$ cat src/rtl/log_dot_accumulator.sv
// rtl/log_dot_accumulator.sv - saturating framed dot-product accumulator for log-multiplier products
//
// Ports:
//   clk, rst            rising-edge clock, synchronous active-high reset
//   in_valid/in_ready   input beat handshake (in_ready is combinational from state and out_ready)
//   in_product          34-bit approximate product from the log multiplier
//   in_nz1, in_nz2      operand non-zero flags; product is forced to zero unless both are high
//   in_last             final beat of the current frame
//   out_valid/out_ready registered result handshake
//   out_sum             saturated frame sum (ACC_W bits)
//   out_count           beats in the frame, saturating (CNT_W bits)
//   out_zero_beats      beats gated to zero, saturating (CNT_W bits)
//   out_sat             sum saturated at least once in the frame
module log_dot_accumulator #(
    parameter int ACC_W = 48,
    parameter int CNT_W = 8
) (
    input  logic             clk,
    input  logic             rst,
    input  logic             in_valid,
    output logic             in_ready,
    input  logic [33:0]      in_product,
    input  logic             in_nz1,
    input  logic             in_nz2,
    input  logic             in_last,
    output logic             out_valid,
    input  logic             out_ready,
    output logic [ACC_W-1:0] out_sum,
    output logic [CNT_W-1:0] out_count,
    output logic [CNT_W-1:0] out_zero_beats,
    output logic             out_sat
);

    typedef enum logic {ACCUM, HOLD} state_t;

    localparam logic [CNT_W-1:0] CNT_ONE = {{(CNT_W-1){1'b0}}, 1'b1};

    state_t           state, state_nxt;
    logic [ACC_W-1:0] acc;
    logic [CNT_W-1:0] count;
    logic [CNT_W-1:0] zero_beats;
    logic             sat_flag;

    logic             accept;
    logic             both_nz;
    logic [33:0]      gated;
    logic [ACC_W:0]   sum_ext;
    logic [ACC_W-1:0] acc_beat;
    logic             sat_beat;
    logic [CNT_W-1:0] count_beat;
    logic [CNT_W-1:0] zero_beats_beat;

    // Downstream consuming the held result frees the slot, so a beat can
    // be taken in the same cycle the result leaves.
    assign in_ready = (state == ACCUM) || out_ready;
    assign accept   = in_valid && in_ready;

    // The multiplier emits a small non-zero approximation for zero operands,
    // so zero operands must be forced to an exact zero here.
    assign both_nz = in_nz1 && in_nz2;
    assign gated   = both_nz ? in_product : 34'd0;

    // One extra bit catches the carry-out that marks saturation.
    assign sum_ext         = {1'b0, acc} + {{(ACC_W-33){1'b0}}, gated};
    assign acc_beat        = sum_ext[ACC_W] ? {ACC_W{1'b1}} : sum_ext[ACC_W-1:0];
    assign sat_beat        = sat_flag || sum_ext[ACC_W];
    assign count_beat      = (&count) ? count : count + CNT_ONE;
    assign zero_beats_beat = (!both_nz && !(&zero_beats)) ? zero_beats + CNT_ONE : zero_beats;

    always_comb begin
        state_nxt = state;
        case (state)
            ACCUM: if (accept && in_last) state_nxt = HOLD;
            HOLD:  if (out_ready) state_nxt = (accept && in_last) ? HOLD : ACCUM;
            default: state_nxt = ACCUM;
        endcase
    end

    always_ff @(posedge clk) begin
        if (rst) begin
            state          <= ACCUM;
            acc            <= '0;
            count          <= '0;
            zero_beats     <= '0;
            sat_flag       <= 1'b0;
            out_valid      <= 1'b0;
            out_sum        <= '0;
            out_count      <= '0;
            out_zero_beats <= '0;
            out_sat        <= 1'b0;
        end else begin
            state     <= state_nxt;
            out_valid <= (state_nxt == HOLD);
            if (accept) begin
                if (in_last) begin
                    out_sum        <= acc_beat;
                    out_count      <= count_beat;
                    out_zero_beats <= zero_beats_beat;
                    out_sat        <= sat_beat;
                    acc            <= '0;
                    count          <= '0;
                    zero_beats     <= '0;
                    sat_flag       <= 1'b0;
                end else begin
                    acc        <= acc_beat;
                    count      <= count_beat;
                    zero_beats <= zero_beats_beat;
                    sat_flag   <= sat_beat;
                end
            end
        end
    end

endmodule

$ cat config.mk
export PLATFORM = sky130hd
export DESIGN_NAME = log_dot_accumulator
export DESIGN_NICKNAME = d
export VERILOG_FILES = /design/src/rtl/log_dot_accumulator.sv
export SDC_FILE = /design/constraint.sdc
export NUM_CORES = 1
export LEC_CHECK = 0
export BUFFER_PORTS_ARGS = -buffer_cell sky130_fd_sc_hd__buf_2
export CORE_UTILIZATION = 40
export CTS_CLUSTER_SIZE = 16
export DETAILED_ROUTE_END_ITERATION = 7
export MAX_ROUTING_LAYER = met4
export SLEW_MARGIN = 20
export SYNTH_ARGS = -nofsm -noshare
export SYNTH_HDL_FRONTEND = slang
export SYNTH_SLANG_ARGS = --single-unit
$ cat constraint.sdc
create_clock -name clk -period 3.95 [get_ports clk]
set_input_delay 0.395 -clock clk [delete_from_list [all_inputs] [get_ports clk]]
set_output_delay 0.395 -clock clk [all_outputs]
set_load 0.03 [all_outputs]
==> summary.txt <==
Outcome
  • Outcome: finished, violations left
  • Violated checks: DRC

Timing
  • Clock skew: 0.007293 ns
  • Count of pins over their slew limit: 0
  • Slew @ Worst Pin: 0.9295 ns
  • Hold Fails Final Rpt: 0
  • Final period util: 79.97%
  • Unrepaired setup endpoints after global routing: no
  • Rel. slew slack: 37.81%
  • Setup TNS: 0 ns
  • Max Freq: 316.6 MHz
  • Fin crit period: 3.159 ns
  • Final setup viols: 0

Finish
  • Fillers: 1857
  • Total Nets Final: 1123
  • Diodes inserted: 0
  • Layout cells sized above 1: 15.50%
  • Cell Count, Final, Fillers Out: 1287
  • Multi-input gate area: 4486 um^2
  • Area Overhead vs Synth: 17.12%
  • Register area: 2623 um^2

Worst setup path
  • CP Capture Type: register
  • Worst stage delay on the critical path: 0.43 ns
  • Maximum fanout along the worst path: 25
  • Crit path max-delay cell type: o31a_1
  • Crit Path Class: input pin to register
  • Worst path top cell family by delay: compound AO/OA/AOI/OAI gates
  • Crit-path cells: buf_2, buf_4, and3_1, ha_1, inv_1, o211ai_1, a21o_1, o211ai_2, o221a_4, o31a_1, nor2_1, nor2_1, a211oi_1
  • CP Data Required Time: 4.29 ns
  • Arr. time, crit path: 3.50 ns
  • Critical path launch point type: input pin
  • Most numerous cell on the critical path: nor2_1
  • WP buf/inv: 3

Floorplanning
  • Die width: 138.2 um
  • Core Footprint: 18090 um^2
  • Full die area: 19090 um^2
  • Starting Density: 41.01%
  • # rows: 49
  • Io pins: 108
  • Die span in y: 138.2 um

Clocking
  • Htree depth: 4
  • Clock-pin slew on the worst setup and hold paths: 0.06 ns
  • Clk root buf: clkbuf_16
  • CTS tree: yes
  • Num CTS Buffers: 17
  • # resized after CTS: 0
  • CTS Buffer Depth: 2
  • Post-CTS Hold Fix Bufs: 0
  • Clk_lat worst skew: 0.43 ns
  • Clk sinks: 131
  • Post-CTS Setup Bufs: 0

Place
  • Hpwl dp: 14.76 mm
  • IO Port Bufs: 107
  • Final GP Congestion: 0.8774
  • # placed instances: 1255

Logic synthesis
  • Async set-reset flop share out of synthesis: 0%
  • Number of synthesized flops with an enable pin: 0
  • Synth top area share: 35.36%
  • Ranking of synthesized cells by area: dfxtp_1 (35%), o21ai_0 (8.7%), nand2_1 (7.7%)
  • Cell area after synthesis: 7417 um^2
  • Seq/Total Area, Yosys: 35.36%
  • YS warnings: 0
  • Top FF cell, synth: dfxtp_1
  • Yosys reg bits: 131
  • Netlist cell types: 66
  • Syn avg cell area: 7.694 um^2
  • Most common library cells after synthesis: nand2_1 (152), dfxtp_1 (131), o21ai_0 (129)
  • Mapped Cells: 964
  • Syn nets: 1042
  • Most numerous cell in the Yosys netlist: nand2_1
  • Yosys top cell by area: dfxtp_1

Drt
  • Via density: 5.553
  • Routed wire length: 20.69 mm
  • Average wire per standard cell: 16.07 um
  • Routed via count: 7147
  • Number of detailed-route iterations in the first pass: 8
  • Initial DRC count: 540
  • Post-route antenna net violation count: 0
  • # DRC: 12

Global route
  • GRT Overall Usage: 22.74%
  • First-pass GRT wire length: 34.04 mm
  • Pin count of the biggest net entering global routing: 47
  • Via count of the first global-routing pass: 6730
  • Antenna violations before repair: 0
  • Total congestion overflow: 0

Flow run
  • Maxcap violations: 0

Power and ir drop
  • Power Dens Cells: 363.8 nW/um^2
  • VDD IR max: 0.2930 mV
  • P_leak: 3.936 nW

Hold path
  • Hold Path Class: input pin to register
==> final timing paths <==
| kind | startpoint | endpoint | slack [ns] | depth (start not counted) |
|---|---|---|---|---|
| worst max-delay path | in_nz1 | acc[47] | 0.79 | 13 |
| worst min-delay path | in_valid | state | 0.24 | 3 |
| worst max register to register | acc[0] | acc[44] | 0.85 | 11 |
| worst min register to register | out_sum[43] | out_sum[43] | 0.43 | 2 |
==> layer usage <==
metal	routed length [um]	vias to the layer above	track usage, %
met2	9367	175	35.15
met5	0	-	-
met4	386	0	8.397
li1	-	3626	-
met1	9943	3320	29.54
met3	990	26	4.260
==> cell families after synthesis <==
kind of cell | after synthesis | synth area share, %
AND/OR/NAND/NOR | 357 | 22.44
XOR/XNOR | 46 | 5.432
multiplexers | 3 | 0.4049
AO/OA/AOI/OAI | 316 | 25.69
adder cells (fa/ha/maj) | 37 | 6.343
flip-flops | 131 | 35.36
buffers and inverters | 74 | 4.335
==> flip-flops by register name, summed over array words and instances (netlist names) <==
signal and flops:
zero_beats 8, state 1, acc 48, sat_flag 1, out_zero_beats 8, out_sat 1
count 8, out_count 8, out_sum 48
==> final cells by class <==
type,count,share of cell area (%)
Clock buffer,22,5.228
Multi-Input combinational cell,759,51.63
Sequential cell,131,30.19
Inverter,13,0.5617
Clock inverter,10,1.253
Tap cell,229,3.298
Timing Repair Buffer,123,7.835
==> through the flow <==
stage | worst slack (ns) | power, W | area, um^2 | utilization [%] | hold WS, ns
detailed placement | 0.3891 | 0.001656 | 8124 | 44.92 | 0.4287
finish | 0.7911 | 0.003161 | 8687 | 48.03 | 0.2431
floorplan | 0.5004 | 0.001562 | 7417 | - | 0.4315
global route | 0.4639 | 0.003268 | 8687 | 48.03 | 0.2606
global placement | 0.4636 | 0.001654 | 8124 | 44.92 | 0.4229
CTS | 0.8255 | 0.003182 | 8687 | 48.03 | 0.2379
==> power by group <==
part,internal (W),total [W],switching [W]
logic,0.0000899,0.000277,0.000187
clock network,0.000939,0.00153,0.000593
registers,0.00134,0.00135,0.0000115
==> worst register-to-register path, delay by kind of cell, from the launching register on <==
family,cells,cell delay [ns]
AO/OA/AOI/OAI,8,1.81
flip-flops,1,0.31
AND/OR/NAND/NOR,1,0.18
adder cells (fa/ha/maj),2,0.66
==> cell usage in the layout (no fill, tap or decap), types with 6 or more instances in the layout <==
cell type,synthesis,final
xnor2_1,26,26
or3_1,9,9
a21o_1,15,15
and3_1,47,46
nor3_1,13,13
clkbuf_16,0,17
ha_1,36,36
a31oi_1,9,9
a22o_1,16,16
dfxtp_1,131,131
o21ai_0,129,129
inv_1,12,12
xor2_1,20,20
a211oi_1,7,7
buf_2,3,107
buf_4,2,14
nand2_1,152,152
a21oi_1,85,84
o211ai_1,7,7
nor2_1,66,66
nand4_1,9,9
nor4_1,6,6
nand3_1,28,28
No activity file was read; power rests on OpenSTA's default activity.
